## config.mk

```make
export PLATFORM = sky130hd
export DESIGN_NAME = pe_col_sequencer
export DESIGN_NICKNAME = d
export VERILOG_FILES = /design/src/rtl/pe_seq_pkg.sv /design/src/rtl/pe_slot_tracker.sv /design/src/rtl/pe_col_sequencer.sv
export SDC_FILE = /design/constraint.sdc
export NUM_CORES = 1
export LEC_CHECK = 0
export CAP_MARGIN = 20
export CORE_MARGIN = 3
export CORE_UTILIZATION = 53
export CTS_CLUSTER_DIAMETER = 100
export DETAILED_ROUTE_END_ITERATION = 7
export PLACE_DENSITY_LB_ADDON = 0.15
export REMOVE_ABC_BUFFERS = 1
export SLEW_MARGIN = 20
export SYNTH_ARGS = -nofsm -noshare
export SYNTH_HDL_FRONTEND = slang
export SYNTH_SLANG_ARGS = --single-unit
```

## constraint.sdc

```tcl
create_clock -name clk -period 2.3 [get_ports clk]
set_input_delay 0.46 -clock clk [delete_from_list [all_inputs] [get_ports clk]]
set_output_delay 0.46 -clock clk [all_outputs]
set_load 0.02 [all_outputs]
```

## src/rtl/pe_seq_pkg.sv

```systemverilog
// Shared definitions for the PE column sequencer.
//   seq_state_e : pass sequencing states
//   SLOT_W      : width of the slot field ({stage, clause_index})
//   OFF_*       : instr_data field offsets above the literal address field
package pe_seq_pkg;
    typedef enum logic [1:0] {
        ST_IDLE  = 2'd0,
        ST_RUN   = 2'd1,
        ST_DRAIN = 2'd2
    } seq_state_e;

    localparam int SLOT_W        = 3;
    localparam int OFF_SLOT      = 0;
    localparam int OFF_INV       = 3;
    localparam int OFF_FIRST     = 4;
    localparam int OFF_LAST      = 5;
    localparam int OFF_EOP       = 6;
    localparam int INSTR_EXTRA_W = 7;
endpackage

```

## src/rtl/pe_slot_tracker.sv

```systemverilog
// Per-slot open/closed tracking and sticky protocol-error flag.
//   clk, rst_n : clock, async active-low reset
//   clr        : start of a new pass (clears open bits and error)
//   acc        : instruction accepted this cycle
//   slot       : slot of the accepted instruction
//   first/last : clause opens / closes at this slot
//   eop        : end of pass; every slot must be closed after this update
//   err_proto  : sticky protocol error
module pe_slot_tracker
    import pe_seq_pkg::*;
#(
    parameter int N_SLOTS = 8
) (
    input  logic              clk,
    input  logic              rst_n,
    input  logic              clr,
    input  logic              acc,
    input  logic [SLOT_W-1:0] slot,
    input  logic              first,
    input  logic              last,
    input  logic              eop,
    output logic              err_proto
);
    logic [N_SLOTS-1:0] open_q;
    logic [N_SLOTS-1:0] open_nxt;
    logic [N_SLOTS-1:0] mask;
    logic               is_open;
    logic               bad;

    always_comb begin
        mask     = N_SLOTS'(1) << slot;
        is_open  = |(open_q & mask);
        open_nxt = open_q;
        if (first && !last)
            open_nxt = open_q | mask;
        else if (last)
            open_nxt = open_q & ~mask;
        // first must target a closed slot and a continuation an open one,
        // so first == is_open is exactly the illegal case for either.
        bad = (first == is_open) || (eop && (|open_nxt));
    end

    always_ff @(posedge clk or negedge rst_n) begin
        if (!rst_n) begin
            open_q    <= '0;
            err_proto <= 1'b0;
        end else if (clr) begin
            open_q    <= '0;
            err_proto <= 1'b0;
        end else if (acc) begin
            open_q <= open_nxt;
            if (bad)
                err_proto <= 1'b1;
        end
    end
endmodule

```

## src/rtl/pe_col_sequencer.sv

```systemverilog
// PE column instruction sequencer.
// Accepts packed instructions during a pass, issues the literal-memory read
// in the accept cycle, drives the PE column controls one cycle later (when the
// literal arrives) and flags completed clauses one cycle after that.
//   start            : pass-start pulse (honoured only in IDLE)
//   instr_valid/ready/data : instruction handshake
//   lit_rd_en/addr   : literal-memory read (combinational from the handshake)
//   pe_ena, code_pe_stage, clause_index, inv_en, next_clause_flag : PE controls
//   result_valid/slot: clause result final
//   done             : pass complete pulse
//   err_proto        : sticky protocol error
//   lit_count        : saturating count of accepted instructions this pass
module pe_col_sequencer
    import pe_seq_pkg::*;
#(
    parameter int N_ELEMENT  = 4,
    parameter int LIT_ADDR_W = 7
) (
    input  logic                          clk,
    input  logic                          rst_n,
    input  logic                          start,
    input  logic                          instr_valid,
    output logic                          instr_ready,
    input  logic [LIT_ADDR_W+6:0]         instr_data,
    output logic                          lit_rd_en,
    output logic [LIT_ADDR_W-1:0]         lit_rd_addr,
    output logic                          pe_ena,
    output logic [1:0]                    code_pe_stage,
    output logic                          clause_index,
    output logic                          inv_en,
    output logic [2*N_ELEMENT-1:0]        next_clause_flag,
    output logic                          result_valid,
    output logic [SLOT_W-1:0]             result_slot,
    output logic                          done,
    output logic                          err_proto,
    output logic [15:0]                   lit_count
);
    localparam int N_SLOTS = 2 * N_ELEMENT;

    seq_state_e        state;
    logic              drain_last;
    logic              acc;
    logic              clr;
    logic [SLOT_W-1:0] slot;
    logic              f_inv, f_first, f_last, f_eop;
    logic              last_d1;
    logic [SLOT_W-1:0] slot_d1;

    assign slot    = instr_data[LIT_ADDR_W+OFF_SLOT +: SLOT_W];
    assign f_inv   = instr_data[LIT_ADDR_W+OFF_INV];
    assign f_first = instr_data[LIT_ADDR_W+OFF_FIRST];
    assign f_last  = instr_data[LIT_ADDR_W+OFF_LAST];
    assign f_eop   = instr_data[LIT_ADDR_W+OFF_EOP];

    assign instr_ready = (state == ST_RUN);
    assign acc         = instr_valid & instr_ready;
    assign clr         = start && (state == ST_IDLE);
    assign lit_rd_en   = acc;
    assign lit_rd_addr = instr_data[LIT_ADDR_W-1:0];

    // DRAIN covers the two cycles in which the eop instruction's controls and
    // result leave the pipeline; done lands on the second of them.
    always_ff @(posedge clk or negedge rst_n) begin
        if (!rst_n) begin
            state      <= ST_IDLE;
            drain_last <= 1'b0;
            done       <= 1'b0;
        end else begin
            done <= (state == ST_DRAIN) && !drain_last;
            case (state)
                ST_IDLE:  if (start) state <= ST_RUN;
                ST_RUN:   if (acc && f_eop) state <= ST_DRAIN;
                ST_DRAIN: begin
                    drain_last <= !drain_last;
                    if (drain_last) state <= ST_IDLE;
                end
                default:  state <= ST_IDLE;
            endcase
        end
    end

    // Literal read at T, PE controls at T+1, clause result at T+2.
    always_ff @(posedge clk or negedge rst_n) begin
        if (!rst_n) begin
            pe_ena           <= 1'b0;
            code_pe_stage    <= '0;
            clause_index     <= 1'b0;
            inv_en           <= 1'b0;
            next_clause_flag <= '0;
            last_d1          <= 1'b0;
            slot_d1          <= '0;
            result_valid     <= 1'b0;
            result_slot      <= '0;
        end else begin
            pe_ena           <= acc;
            next_clause_flag <= (acc && f_first) ? (N_SLOTS'(1) << slot) : '0;
            last_d1          <= acc && f_last;
            result_valid     <= last_d1;
            if (acc) begin
                code_pe_stage <= slot[2:1];
                clause_index  <= slot[0];
                inv_en        <= f_inv;
                slot_d1       <= slot;
            end
            if (last_d1)
                result_slot <= slot_d1;
        end
    end

    always_ff @(posedge clk or negedge rst_n) begin
        if (!rst_n)
            lit_count <= '0;
        else if (clr)
            lit_count <= '0;
        else if (acc && lit_count != 16'hFFFF)
            lit_count <= lit_count + 16'd1;
    end

    pe_slot_tracker #(.N_SLOTS(N_SLOTS)) u_tracker (
        .clk       (clk),
        .rst_n     (rst_n),
        .clr       (clr),
        .acc       (acc),
        .slot      (slot),
        .first     (f_first),
        .last      (f_last),
        .eop       (f_eop),
        .err_proto (err_proto)
    );
endmodule
```

==> qor.csv <==
metric,value,unit
Die Area,0.005413,mm²
Period minus WS final,2.222,ns
skew final,0.006377,ns
power per cell area,819.8,mW/mm²
Max VDD drop,0.0004657,V
Final Cell Area,0.003034,mm²
DRT Pass-1 Iters,4,
Detailed Place HPWL,3953,µm
Max Freq,450.0,MHz
via count,1980,
Post-Layout Cell Count,343,
row count,23,
pin count of the biggest net entering global routing,22,
worst r2r path cells,6,
Final ANT Viol Nets,0,
min-delay worst type,in -> async,
Yosys reg bits,47,
Worst Setup End Kind,output port,
Die Ht,73.57,µm
startpoint types,input port,
1st-iter DRT viols,120,
Final setup viols,0,
drt wl/cell,15.22,µm
GP Congestion,0.8714,
Tot GR Track Use,20.47,%
first-pass GRT wire length,8521,µm
Reg-to-Reg Start,lit_count[0],
total gr overflow,0,
RSZ-0062 raised after global routing,false,
ratio of cells with drive above 1 in the final layout,13.31,%
Ports,62,
Clock Sink Count,47,
Leak,1.346,nW
ys flop type,dfrtp_1,
sequential area share after synthesis,48.60,%
Initial Util,57.59,%
max_slew headroom,71.63,%
asr flop ratio synth,100.0,%
crit path kind,in -> out,
post-cts sizing count,0,
worst-path fanout max,2,
htree depth,2,
CTS Hold Buffers Added,0,
Yosys warning count,0,
Slew @ Worst Pin,0.4255,ns
Port Buffers,47,
antenna violations before repair,0,
core area,0.004202,mm²
synthesized cell area,0.002420,mm²
"Hold Vio Cnt, Final",0,
most frequent cells in the layout,"dfrtp_1, clkdlybuf4s50_1, nor2_1",
Layout Nets,311,
Syn Area/Cell,9.877,µm²
"commonest non-fill, non-tap cell in the layout",dfrtp_1,
Placed Area,0.002935,mm²
DRC,0,
Die Wd,73.57,µm
CTS tree,done,
max-cap viol count,0,
"CTS clk-pin slew, worst paths",0.09,ns
CTS Buf Count,5,
Setup Buffers After CTS,0,
Reg-to-Reg End,lit_count[10],
Mapped Cells,245,
CP Data Required Time,1.84,ns
root buf cell,clkbuf_8,
vias per std cell,5.773,
# diodes,0,
Tcrit/Tclk final,96.61,%
Clock Tree Buf Depth,2,
number of global-route vias before repair,1760,
Reg2Reg Setup Slack,0.48,ns
setup TNS,0,ns
"EDFF count, synth",0,
"Slew Viols, Final",0,
Post-Route WL,5222,µm
status,"finished, final reports clean",
Netlist cell types,49,
area growth from synthesis to layout,25.39,%
worst-skew pair later-pin latency,0.30,ns
# placed instances,335,
crit path DAT,1.76,ns
cell type report:
cell class / instances / area, µm²
clock buffer: 6 / 82.58
clock inverter: 2 / 16.27
fill: 329 / 1167
inverter: 4 / 15.01
multi-input combinational: 175 / 1126
sequential: 47 / 1176
tap: 50 / 62.56
timing repair buffer: 59 / 555.5
per-layer routing:
metal,wire length [µm],global-route usage [%]
met4,59,7.646
met3,342,6.293
met1,2451,28.46
met5,0,0
met2,2367,30.02
Yosys cell counts, types with 3 or more instances:
| cell type | count | area, µm² |
|---|---|---|
| a211oi_1 | 4 | 30.03 |
| a21oi_1 | 5 | 25.02 |
| a31oi_1 | 3 | 18.77 |
| and2_1 | 4 | 25.02 |
| buf_2 | 4 | 20.02 |
| buf_4 | 7 | 52.55 |
| clkbuf_1 | 6 | 22.52 |
| dfrtp_1 | 47 | 1176 |
| inv_1 | 3 | 11.26 |
| mux2_2 | 6 | 67.56 |
| mux2i_1 | 3 | 30.03 |
| nand2_1 | 24 | 90.09 |
| nand2b_1 | 4 | 25.02 |
| nand3_1 | 9 | 45.04 |
| nor2_1 | 27 | 101.4 |
| nor2b_1 | 5 | 31.28 |
| nor3_1 | 5 | 25.02 |
| o211ai_1 | 5 | 37.54 |
| o21ai_0 | 21 | 105.1 |
| o21ai_1 | 4 | 20.02 |
| xnor2_1 | 8 | 70.07 |
| xor2_1 | 5 | 43.79 |
per-stage QoR:
stage | power [mW] | utilization [%] | setup WS [ns] | hold slack, ns
after floorplan | 1.539 | - | 0.5615 | 0.1644
after global placement | 1.964 | 69.86 | 0.06830 | 0.4207
after detailed placement | 1.982 | 69.86 | 0.07246 | 0.4224
after CTS | 2.510 | 72.22 | 0.07236 | 0.09343
after global routing | 2.634 | 72.22 | 0.04691 | 0.1087
final | 2.488 | 72.22 | 0.07798 | 0.08472
worst max-delay path, cell delays in order:
cell and delay, ns:
clkdlybuf4s50_1 0.52, nand3b_4 0.09, inv_2 0.08, clkdlybuf4s50_1 0.61
power breakdown:
group | total [mW] | leakage, nW | switching (mW) | internal [mW]
Clock | 0.525 | 0.0474 | 0.279 | 0.245
Combinational | 0.879 | 0.664 | 0.474 | 0.406
Sequential | 1.08 | 0.635 | 0.117 | 0.966
Total | 2.49 | 1.35 | 0.870 | 1.62
worst max path at each step:
stage                             from  slack, ns            end  cells after the start
after global routing       instr_valid       0.05      lit_rd_en                      4
final                      instr_valid       0.08      lit_rd_en                      4
after CTS                  instr_valid       0.07      lit_rd_en                      4
after floorplan           lit_count[0]       0.56  lit_count[10]                      6
after detailed placement   instr_valid       0.07      lit_rd_en                      4
after global placement     instr_valid       0.07      lit_rd_en                      4
cell families (layout without fill, tap and decap cells):
kind of cell,after synthesis,in the layout,share of synthesized area [%]
xor gates and xnor gates,13,13,4.705
muxes,9,9,4.033
AOI/OAI and AO/OA,54,54,13.65
adders and majority gates,1,1,0.5170
and+or+nand+nor,98,98,23.63
buffers and inverters,23,71,4.860
DFF,47,47,48.60
state kept, by name, indices dropped and copies added, names as in the netlist, 2 cells and up:
register and cells:
lit_count 16, next_clause_flag 8, u_tracker.open_q 8, result_slot 3
code_pe_stage 2, state 2
Note: power is estimated with default switching activity, not from simulation.
